`config.mk`:
```
export PLATFORM = sky130hd
export DESIGN_NAME = brush_stroke_writer
export DESIGN_NICKNAME = d
export VERILOG_FILES = /design/src/rtl/brush_stroke_writer.sv
export SDC_FILE = /design/constraint.sdc
export NUM_CORES = 1
export LEC_CHECK = 0
export ABC_AREA = 1
export CELL_PAD_IN_SITES_DETAIL_PLACEMENT = 1
export CELL_PAD_IN_SITES_GLOBAL_PLACEMENT = 1
export CORE_MARGIN = 10
export CORE_UTILIZATION = 34
export CTS_BUF_LIST = sky130_fd_sc_hd__clkbuf_8 sky130_fd_sc_hd__clkbuf_16
export DETAILED_ROUTE_END_ITERATION = 16
export PLACE_DENSITY = 0.81
export SLEW_MARGIN = 0
export SYNTH_ARGS = -nofsm -noshare
export SYNTH_HDL_FRONTEND = slang
export SYNTH_SLANG_ARGS = --single-unit
```
`constraint.sdc`:
```
create_clock -name clk -period 1.85 [get_ports clk]
set_clock_uncertainty 0.1 [all_clocks]
set_input_delay 0.37 -clock clk [delete_from_list [all_inputs] [get_ports clk]]
set_output_delay 0.37 -clock clk [all_outputs]
set_load 0.02 [all_outputs]
```
`src/rtl/brush_stroke_writer.sv`:
```
// brush_stroke_writer
//   Write-side producer for pixelStore. Takes one paint command (centre, colour,
//   radius), expands it into a (2r+1)x(2r+1) square footprint and issues one
//   pixel write per cycle on brush/newColor/wx/wy. Offsets falling off the
//   canvas are emitted with brush=0 so the footprint length never varies.
//   Optional build macro BRUSH_CLEAR_EN adds clear_req and a full-canvas clear
//   sweep that writes colour 0.
// Ports
//   clk, reset         clock, async active-low reset
//   clear_req          (BRUSH_CLEAR_EN only) request a canvas clear
//   cmd_valid/ready    command handshake
//   cmd_x/y/color/radius  command payload (radius clamped to MAX_RADIUS)
//   brush,newColor,wx,wy  registered write port to pixelStore
//   busy               footprint or clear in progress
//   done               one-cycle pulse after the last footprint cycle
module brush_stroke_writer #(
  parameter int COORD_W    = 8,
  parameter int COLOR_W    = 3,
  parameter int CANVAS_W   = 160,
  parameter int CANVAS_H   = 120,
  parameter int MAX_RADIUS = 3
) (
  input  logic               clk,
  input  logic               reset,
`ifdef BRUSH_CLEAR_EN
  input  logic               clear_req,
`endif
  input  logic               cmd_valid,
  output logic               cmd_ready,
  input  logic [COORD_W-1:0] cmd_x,
  input  logic [COORD_W-1:0] cmd_y,
  input  logic [COLOR_W-1:0] cmd_color,
  input  logic [1:0]         cmd_radius,
  output logic               brush,
  output logic [COLOR_W-1:0] newColor,
  output logic [COORD_W-1:0] wx,
  output logic [COORD_W-1:0] wy,
  output logic               busy,
  output logic               done
);
  localparam int SW = COORD_W + 2;
  typedef logic signed [SW-1:0] scoord_t;

  localparam scoord_t     CANVAS_WS = scoord_t'(CANVAS_W);
  localparam scoord_t     CANVAS_HS = scoord_t'(CANVAS_H);
  localparam scoord_t     ONE       = scoord_t'(1);
  localparam logic [1:0]  MAXR      = 2'(MAX_RADIUS);

  typedef enum logic [1:0] {
    IDLE, PAINT, FINISH
`ifdef BRUSH_CLEAR_EN
    , CLEAR
`endif
  } state_t;

  state_t               state;
  scoord_t              xLat, yLat, rLat, dx, dy;
  logic [COLOR_W-1:0]   colorLat;
  logic [1:0]           rSel;
  scoord_t              px, py;
  logic                 inCanvas;

`ifdef BRUSH_CLEAR_EN
  localparam logic [COORD_W-1:0] XLAST = COORD_W'(CANVAS_W - 1);
  localparam logic [COORD_W-1:0] YLAST = COORD_W'(CANVAS_H - 1);
  localparam logic [COORD_W-1:0] CONE  = COORD_W'(1);
  logic [COORD_W-1:0] cx, cy;
`endif

  always_comb begin
    rSel     = (cmd_radius > MAXR) ? MAXR : cmd_radius;
    // Signed, two bits wider than the coordinate, so x-3 and x+3 never wrap.
    px       = xLat + dx;
    py       = yLat + dy;
    inCanvas = (px >= 0) && (px < CANVAS_WS) && (py >= 0) && (py < CANVAS_HS);
  end

  always_ff @(posedge clk or negedge reset) begin
    if (!reset) begin
      state     <= IDLE;
      brush     <= 1'b0;
      newColor  <= '0;
      wx        <= '0;
      wy        <= '0;
      busy      <= 1'b0;
      done      <= 1'b0;
      cmd_ready <= 1'b1;
      xLat      <= '0;
      yLat      <= '0;
      rLat      <= '0;
      dx        <= '0;
      dy        <= '0;
      colorLat  <= '0;
`ifdef BRUSH_CLEAR_EN
      cx        <= '0;
      cy        <= '0;
`endif
    end else begin
      brush <= 1'b0;
      done  <= 1'b0;
      case (state)
        IDLE: begin
`ifdef BRUSH_CLEAR_EN
          // A clear wins over a paint command presented in the same cycle.
          if (clear_req) begin
            state     <= CLEAR;
            cmd_ready <= 1'b0;
            busy      <= 1'b1;
            cx        <= '0;
            cy        <= '0;
          end else
`endif
          if (cmd_valid && cmd_ready) begin
            state     <= PAINT;
            cmd_ready <= 1'b0;
            busy      <= 1'b1;
            xLat      <= scoord_t'({2'b00, cmd_x});
            yLat      <= scoord_t'({2'b00, cmd_y});
            colorLat  <= cmd_color;
            rLat      <= scoord_t'(rSel);
            dx        <= -scoord_t'(rSel);
            dy        <= -scoord_t'(rSel);
          end
        end
        PAINT: begin
          brush    <= inCanvas;
          wx       <= px[COORD_W-1:0];
          wy       <= py[COORD_W-1:0];
          newColor <= colorLat;
          if (dx == rLat) begin
            dx <= -rLat;
            if (dy == rLat) state <= FINISH;
            else            dy    <= dy + ONE;
          end else begin
            dx <= dx + ONE;
          end
        end
        FINISH: begin
          done      <= 1'b1;
          busy      <= 1'b0;
          cmd_ready <= 1'b1;
          state     <= IDLE;
        end
`ifdef BRUSH_CLEAR_EN
        CLEAR: begin
          brush    <= 1'b1;
          wx       <= cx;
          wy       <= cy;
          newColor <= '0;
          if (cx == XLAST) begin
            cx <= '0;
            if (cy == YLAST) state <= FINISH;
            else             cy    <= cy + CONE;
          end else begin
            cx <= cx + CONE;
          end
        end
`endif
        default: state <= IDLE;
      endcase
    end
  end
endmodule

```
Yosys cells after proc, flatten, opt, wreduce, memory -nomap -nowiden --
Index checks and enable logic that the tools add are counted.
Word-level totals: register bits 66, bits of input ports 24, output and inout port bits 23, logic and storage cells 62
Operators by class: add/subtract/negate cells 6, $lt $le $gt $ge 5, equality and inequality tests 8, mux-type cells 17, reduce and logical (&&, ||, !) cells 12
Operators with widths (number):
- 2-to-1 mux 10 bit | 4
- case mux 10 bit (2 select lines) | 2
- adder 10 x 2 -> 10 bit (second input constant) | 2
- adder 9 x 10 -> 10 bit | 2
- equality test 10 x 3 -> 1 bit | 2
- >= comparator 10 x 1 -> 1 bit (second input constant) | 2
- negator 2 -> 10 bit | 2
- < comparator 10 x 8 -> 1 bit (second input constant) | 1
- < comparator 10 x 9 -> 1 bit (second input constant) | 1
- 2-to-1 mux 2 bit | 4
- != test 2 bit (second input constant) | 4
- AND reduction 2 bit | 3
- logical AND 1 bit | 4
- 2-to-1 mux 1 bit | 4
- case mux 1 bit (2 select lines) | 2
- case mux 2 bit (2 select lines) | 1
- AND reduction 4 bit | 1
- nonzero test 2 bit | 2
- AND reduction 3 bit | 1
- equality test 2 x 1 -> 1 bit (second input constant) | 1
- equality test 2 bit (second input constant) | 1
- greater-than comparator 2 bit (second input constant) | 1
- logical NOT 2 bit | 1

Depth between registers and ports, before layout --
Gate-level depths: netlist (run 1).
depth after elaboration 6, gate-level depth with buffers 13, mapped depth without buffers 13

Least setup slack after synthesis (run 1) --
No wires, ideal clock.
path kind flip-flop to flip-flop, from reg dx[0], to reg brush, library setup time 0.071 ns, arrival time 1.656 ns, required time 1.679 ns, slack 0.022 ns, cell stages (with the launch flop) 13, buffers on the path 0, clock period less this slack 1.828 ns, cell sequence dfrtp_1 > ha_1 > inv_1 > fa_1 > inv_1 > nand3_1 > nand2_1 > nand2_1 > nand3_1 > nand3_1 > nor2_1 > nand3_1 > nor2_1
On the way: longest elaborated chain between the ends 6, elaborated cells between the ends (all ways) 7, those cells by class 1 x add/sub; 2 x order compare; 1 x mux; 3 x reduce/logical
Ends and longest elaborated chain:
- start, declared | RTL line 57 | scoord_t xLat, yLat, rLat, dx, dy;
- start signal, assigned | RTL line 121 | dx <= -scoord_t'(rSel);
- start signal, assigned | RTL line 131 | dx <= -rLat;
- start signal, assigned | RTL line 135 | dx <= dx + ONE;
- adder 9 x 10 -> 10 bit (*) | RTL line 73 | px = xLat + dx;
- >= comparator 10 x 1 -> 1 bit / < comparator 10 x 9 -> 1 bit (equally long branches) | RTL line 75 | inCanvas = (px >= 0) && (px < CANVAS_WS) && (py >= 0) && (py < CANVAS_HS);
- logical AND 1 bit (*) (3 in a row) | RTL line 75
- 2-to-1 mux 1 bit (*) | RTL line 101 | case (state)
- end signal, assigned | RTL line 126 | brush <= inCanvas;
- end, declared | RTL line 34 | output logic brush,
Every way passes the cells marked *; elsewhere a longest branch is shown, timed or not. A chain may end at the register's enable or synchronous reset.

Final worst setup path (run 1) --
from reg xLat[0], to reg brush
On the way: longest elaborated chain between the ends 6, elaborated cells between the ends (all ways) 7, those cells by class 1 x add/sub; 2 x order compare; 1 x mux; 3 x reduce/logical
Ends and longest elaborated chain:
- start, declared | RTL line 57
- start signal, assigned | RTL line 117 | xLat <= scoord_t'({2'b00, cmd_x});
- adder 9 x 10 -> 10 bit (*) | RTL line 73
- >= comparator 10 x 1 -> 1 bit / < comparator 10 x 9 -> 1 bit (equally long branches) | RTL line 75
- logical AND 1 bit (*) (3 in a row) | RTL line 75
- 2-to-1 mux 1 bit (*) | RTL line 101
Marks and branches as above.

==> results of run 1 <==
[registers in the layout, summed over array words and instances (netlist names)]
| register | cells |
|---|---|
| brush | 1 |
| busy | 1 |
| cmd_ready | 1 |
| colorLat | 3 |
| done | 1 |
| dx | 10 |
| dy | 10 |
| newColor | 3 |
| rLat | 2 |
| state | 2 |
| wx | 8 |
| wy | 8 |
| xLat | 8 |
| yLat | 8 |
[kinds of logic (layout without fill, tap and decap cells)]
kind of cell,Yosys count,count (layout),share of synthesized area [%]
flip-flops,66,66,40.4
AND/OR/NAND/NOR,331,331,33.8
AO/OA/AOI/OAI,64,64,8.69
buffers and inverters,77,177,7.37
XOR/XNOR,12,12,2.57
adder cells (fa/ha/maj),22,22,7.10
[metrics by stage]
stage / hold WS, ns / cells / setup WS [ns]
2_1_floorplan: -0.0256 / 572 / 0.0225
3_3_place_gp: 0.318 / 786 / -0.0469
3_5_place_dp: 0.325 / 786 / -0.137
4_1_cts: 0.376 / 804 / -0.0851
5_1_grt: 0.402 / 815 / -0.206
6_report: 0.379 / 815 / -0.0803
[synthesized netlist by cell type (all sizes together)]
master and n:
nand2 243, a31oi 5, dfstp 1, nand4 10, nor3 3, xnor2 4
nor2 41, nand3 31, ha 20, fa 2, a22oi 3, o21ai 32
buf 8, clkbuf 3, nand3b 3, inv 66, a21oi 24, dfrtp 65
xor2 8
[routing by layer]
layer	share of wire, %	global-route usage [%]	routed length, um
met5	0	0	0
met4	1.7	4.83	233
met3	4.3	2.85	584
met2	49	26.6	6690
met1	45	20.2	6220
[cell type report]
class	count	share of cell area, %
clock buffers	14	5.25
clock inverters	2	0.156
inverters	66	4.47
multi-input cells	429	41.4
flip-flops and latches	66	29.6
well taps	143	3.19
repair buffers	95	15.8
[worst register-to-register path, delay by kind of cell (launching register included)]
| family | cells | cell delay [ns] |
|---|---|---|
| fa+ha+maj | 2 | 0.55 |
| buf+inv | 2 | 0.14 |
| flops | 1 | 0.37 |
| simple gates | 8 | 0.70 |
[what timing repair did]
| item | 4_1_cts | 5_1_grt |
|---|---|---|
| buffers inserted | 1 | 10 |
| setup endpoints to repair | 8 | 22 |
| hold endpoints to repair | 65 | 0 |
| pin swaps | 0 | 21 |
| resized for setup | 16 | 48 |
| gates cloned | 0 | 2 |
| hold buffers | 1 | 0 |
[power by group]
group	switching [W]	total [W]	internal, W	leakage (nW)
clock	0.000649	0.00173	0.00108	0.156
combinational	0.00411	0.00704	0.00293	1.86
sequential	0.000615	0.00281	0.00219	0.795
[worst min path at each step]
stage,depth (start not counted),slack [ns],endpoint
detailed placement,2,0.33,dy[5]$_DFFE_PN0P_
global placement,2,0.32,dy[5]$_DFFE_PN0P_
CTS,2,0.38,newColor[2]$_DFFE_PN0P_
floorplan,0,-0.03,brush$_DFF_PN0_
global route,2,0.40,newColor[2]$_DFFE_PN0P_
finish,2,0.38,newColor[2]$_DFFE_PN0P_
==> metrics.txt, run 1 <==
status complete, but fails checks; violated checks setup timing; CP Cell Sequence ha_2 > inv_2 > fa_2 > inv_2 > nand3_2 > nand2_2 > nand2_2 > nand3_2 > nand3_2 > nor2_1 > nand3_1 > nor2_1; final core utilization 48.2%; drc violations 0; drt first pass iters 4; vias per std cell 5.04; CP Capture Type flip-flop; Avg Inst Size Synth just over 7 sq um; Synth Cell Area 4090 sq um; #FFs+latches synth 66; Worst-Margin Slew between 0.3 and 0.4 ns; Die Height 130 um; Buffers on Ports 46; Slew Limit Headroom 75.3%; total power 0.0116 W; CP Class flip-flop to flip-flop; Crit path buffers/inverters 2; CTS Root Cell clkbuf_16; hold crit path type flip-flop to flip-flop; final slew viol count 0; Synth area leaders dfrtp_1 40%, nand2_1 22%, ha_1 6.1%; dpl hpwl 9500 um; Synthesized Nets 618; origin of the critical flop-to-flop path xLat[0]$_DFFE_PN0P_; count of yosys warnings during synthesis 0; cell taking the most area after synthesis dfrtp_1; fill count 1465; First DRT Iteration DRCs 307; starting density of the core 35.2%; die area 16800 sq um; total number of vias about 4100; critical path required time around 2 ns; commonest non-fill, non-tap cells in the layout 230 x nand2_1, 59 x dfrtp_1, 54 x inv_1; Final #Nets 713; crit path max-delay cell type dfrtp_1; Most common cell on crit path nand3_2; Reg2Reg Setup Slack -0.08 ns; CP startpoint xLat[0]$_DFFE_PN0P_; fin crit period 1.93 ns; vias in the first global route 4414; Pleak 2.81 nW; Final Hold Fails 0; placed cell areas 4960 sq um; fmax 518 MHz; critical path arrival 2.09 ns; GRT Util Overall between 10% and 20%; critical path peak fanout 3; type of origin of the critical path flip-flop; Setup crit end brush$_DFF_PN0_; critical path depth 12; Wirelength per Cell 16.9 um; multi-input logic area 2320 sq um; Congestion Overflow GR 0; Final setup violation count 2; Reg area about 1700 sq um; Final Cell Area 5600 sq um; Clock transition at path regs 0.06 ns; Yosys cell types 30; Synth top area share between 30% and 40%; Area growth syn-to-layout 37.0%; total CTS buffers 9; period utilization 104%; diode count 0; Fin Setup TNS -0.123 ns; Rows 39; Synth Instances 572; layout cells sized above 1 19.8%; Clk Latency, worst-skew pair 0.33 ns; Sink Count 66; Worst path max stage delay 0.37 ns; drt total wl around 14000 um; largest net degree at the start of global routing 67; final RePlAce weighted congestion 0.839; first-pass GRT wire length 21600 um; Ports 47; R2R depth 12; clock buffer depth 2; number of max-cap violations 0; DRT antenna net count 0; initial antenna violation count 0; sequential area share after synthesis 40.4%; HP Start newColor[2]$_DFFE_PN0P_; P per Cell Area between 2000 and 2500 nW/um^2; Top Family by Delay on Critical Path simple AND/OR/NAND/NOR gates; most common cell after layout, fill and taps aside nand2_1; H-tree depth 3; worst setup margin -0.0803 ns; CTS tree done; Die Width 130 um; unrepaired setup endpoints after global routing yes; reg2reg end brush$_DFF_PN0_; Core Box Area 11600 sq um; VDD IR-drop max 0.000573 V
Power figures use the tool's default switching activity.
==> inputs of run 2 (changes only) <==
CELL_PAD_IN_SITES_GLOBAL_PLACEMENT = 2   (was 1)
CORE_UTILIZATION = 29   (was 34)
PLACE_DENSITY = 0.86   (was 0.81)
TNS_END_PERCENT = 50   (was not set)
==> run 2 against run 1 <==
  * The flow still finishes with violations (setup timing)
  * Critical endpoint unchanged
  * Cell count is 5.5% higher
  * Power increased by 3.2%
  * Setup slack better by 0.052 ns
==> metrics.txt, run 2 (synthesis gave the netlist of run 1 again) <==
P per Cell Area roughly 2100 nW/um^2; Clock transition at path regs 0.06 ns; GRT Util Overall 13.3%; diode count 0; Worst path max stage delay 0.40 ns; Pleak 2.86 nW; fin crit period 1.88 ns; Crit path buffers/inverters 2; CP Cell Sequence ha_2 > inv_2 > fa_2 > inv_2 > nand3_2 > nand2_2 > nand2_2 > nand3_2 > nand3_2 > nor2_2 > nand3_1 > nor2_1; First DRT Iteration DRCs 191; layer with the highest usage met2; hold path cells 2; status complete, but fails checks; total power 0.0119 W; largest net degree at the start of global routing 67; Area growth syn-to-layout 41.4%; VDD IR-drop max slightly above 0.0005 V; critical path arrival 2.05 ns; Slew Limit Headroom 72.8%; origin of the critical flop-to-flop path dx[0]$_DFFE_PN0P_; CTS tree done; R2R depth 12; initial antenna violation count 0; Clk Latency, worst-skew pair 0.34 ns; Worst-Margin Slew 0.409 ns; Buffers on Ports 46; GR Util met2 roughly 21%; met1 Track Usage GR 16.5%; starting density of the core about 30%; Core Box Area about 14000 sq um; fmax roughly 530 MHz; commonest non-fill, non-tap cells in the layout 229 x nand2_1, 63 x dfrtp_1, 54 x inv_1; drt total wl about 14000 um; crit path max-delay cell type dfrtp_1; Final Cell Area 5780 sq um; CP Capture Type flip-flop; Final setup violation count 3; Final Hold Fails 0; total CTS buffers 9; most common cell after layout, fill and taps aside nand2_1; Top Family by Delay on Critical Path simple AND/OR/NAND/NOR gates; HP Start wx[0]$_DFFE_PN0P_; met3 Usage GRT 3.12%; period utilization 102%; final RePlAce weighted congestion 0.868; Congestion Overflow GR 0; pre-CTS setup slack -0.112 ns; die area 19200 sq um; Die Height ~140 um; Reg2Reg Setup Slack -0.03 ns; hold crit path type flip-flop to flip-flop; critical path required time 2.03 ns; first-pass GRT wire length 21100 um; reg2reg end brush$_DFF_PN0_; largest registers dx x10, dy x10; Die Width around 140 um; Most common cell on crit path nand3_2; Rows 43; placed cell areas 5060 sq um; critical path peak fanout 3; total number of vias 4092; Wirelength per Cell 15.7 um; drc violations 0; Ports 47; vias per std cell 4.76; unrepaired setup endpoints after global routing yes; layout cells sized above 1 21.5%; CTS Root Cell clkbuf_16; dpl hpwl 9760 um; H-tree depth 3; violated checks setup timing; DRT antenna net count 0; type of origin of the critical path flip-flop; fill count about 1700; Final #Nets 721; drt first pass iters 4; Sink Count 66; vias in the first global route 4300; WHS Endpoint wx[0]$_DFFE_PN0P_; CP Class flip-flop to flip-flop; final slew viol count 0; clock buffer depth 2; worst setup margin -0.0280 ns; number of max-cap violations 0
[run 2: cell type report]
type | instances | area (sq um) | share of cell area, %
Multi-Input combinational cell | 429 | 2360 | 40.7
Timing Repair Buffer | 103 | 940 | 16.3
Clock buffer | 11 | 253 | 4.37
Inverter | 66 | 251 | 4.35
Sequential cell | 66 | 1660 | 28.6
Tap cell | 180 | 225 | 3.90
Clock inverter | 5 | 101 | 1.75
[run 2: timing repair]
action                                  in CTS  in global routing
buffers inserted                             1                 13
endpoints found under the setup margin       4                 24
hold endpoints to repair                    65                  0
hold buffers                                 1                  0
resized for setup                            7                 66
pin swaps                                    4                 23
cloned                                       0                  1
[run 2: layer usage]
metal  share of wire, %  vias up  routed length (um)
met5                  0        -                   0
met4                1.9        0                 253
met3                3.2       15                 437
met2                 48       58                6520
met1                 47     2006                6330
li1                   -     2013                   -
[run 2: worst register-to-register path, cell delays in order (launching register included)]
cell,delay (ns)
dfrtp_1,0.40
ha_2,0.22
inv_2,0.04
fa_2,0.34
inv_2,0.09
nand3_2,0.07
nand2_2,0.08
nand2_2,0.06
nand3_2,0.06
nand3_2,0.06
nor2_2,0.11
nand3_1,0.08
nor2_1,0.09
[run 2: stage by stage]
| stage | util (%) | hold WS [ns] | instances | TNS, ns |
|---|---|---|---|---|
| detailed placement | 36.6 | 0.331 | 829 | -0.360 |
| global route | 41.8 | 0.389 | 860 | -1.42 |
| floorplan | - | -0.0256 | 572 | 0 |
| global placement | 36.6 | 0.315 | 829 | -0.108 |
| CTS | 39.3 | 0.373 | 847 | -0.0917 |
| finish | 41.8 | 0.367 | 860 | -0.0491 |
[run 2: worst max-delay path by stage]
stage,from,endpoint,slack (ns),cells after the start
finish,dx[0]$_DFFE_PN0P_,brush$_DFF_PN0_,-0.03,12
global route,dx[0]$_DFFE_PN0P_,brush$_DFF_PN0_,-0.16,12
CTS,dx[0]$_DFFE_PN0P_,brush$_DFF_PN0_,-0.09,12
detailed placement,cmd_radius[0],dx[7]$_DFFE_PN0P_,-0.11,8
global placement,cmd_radius[0],dx[7]$_DFFE_PN0P_,-0.06,8
floorplan,dx[0]$_DFFE_PN0P_,brush$_DFF_PN0_,0.02,12
[run 2: report_power, final]
group / internal (W) / leakage (nW) / switching [W]
sequential: 0.00218 / 0.798 / 0.000585
clock: 0.00139 / 0.173 / 0.000663
combinational: 0.00304 / 1.89 / 0.00409
total: 0.00661 / 2.86 / 0.00534
==> inputs of run 3 (changes only) <==
HOLD_SLACK_MARGIN = 0.12   (was not set)
==> results of run 3 <==
Same layout as run 2: the final DEF is identical, and so are final timing and power.
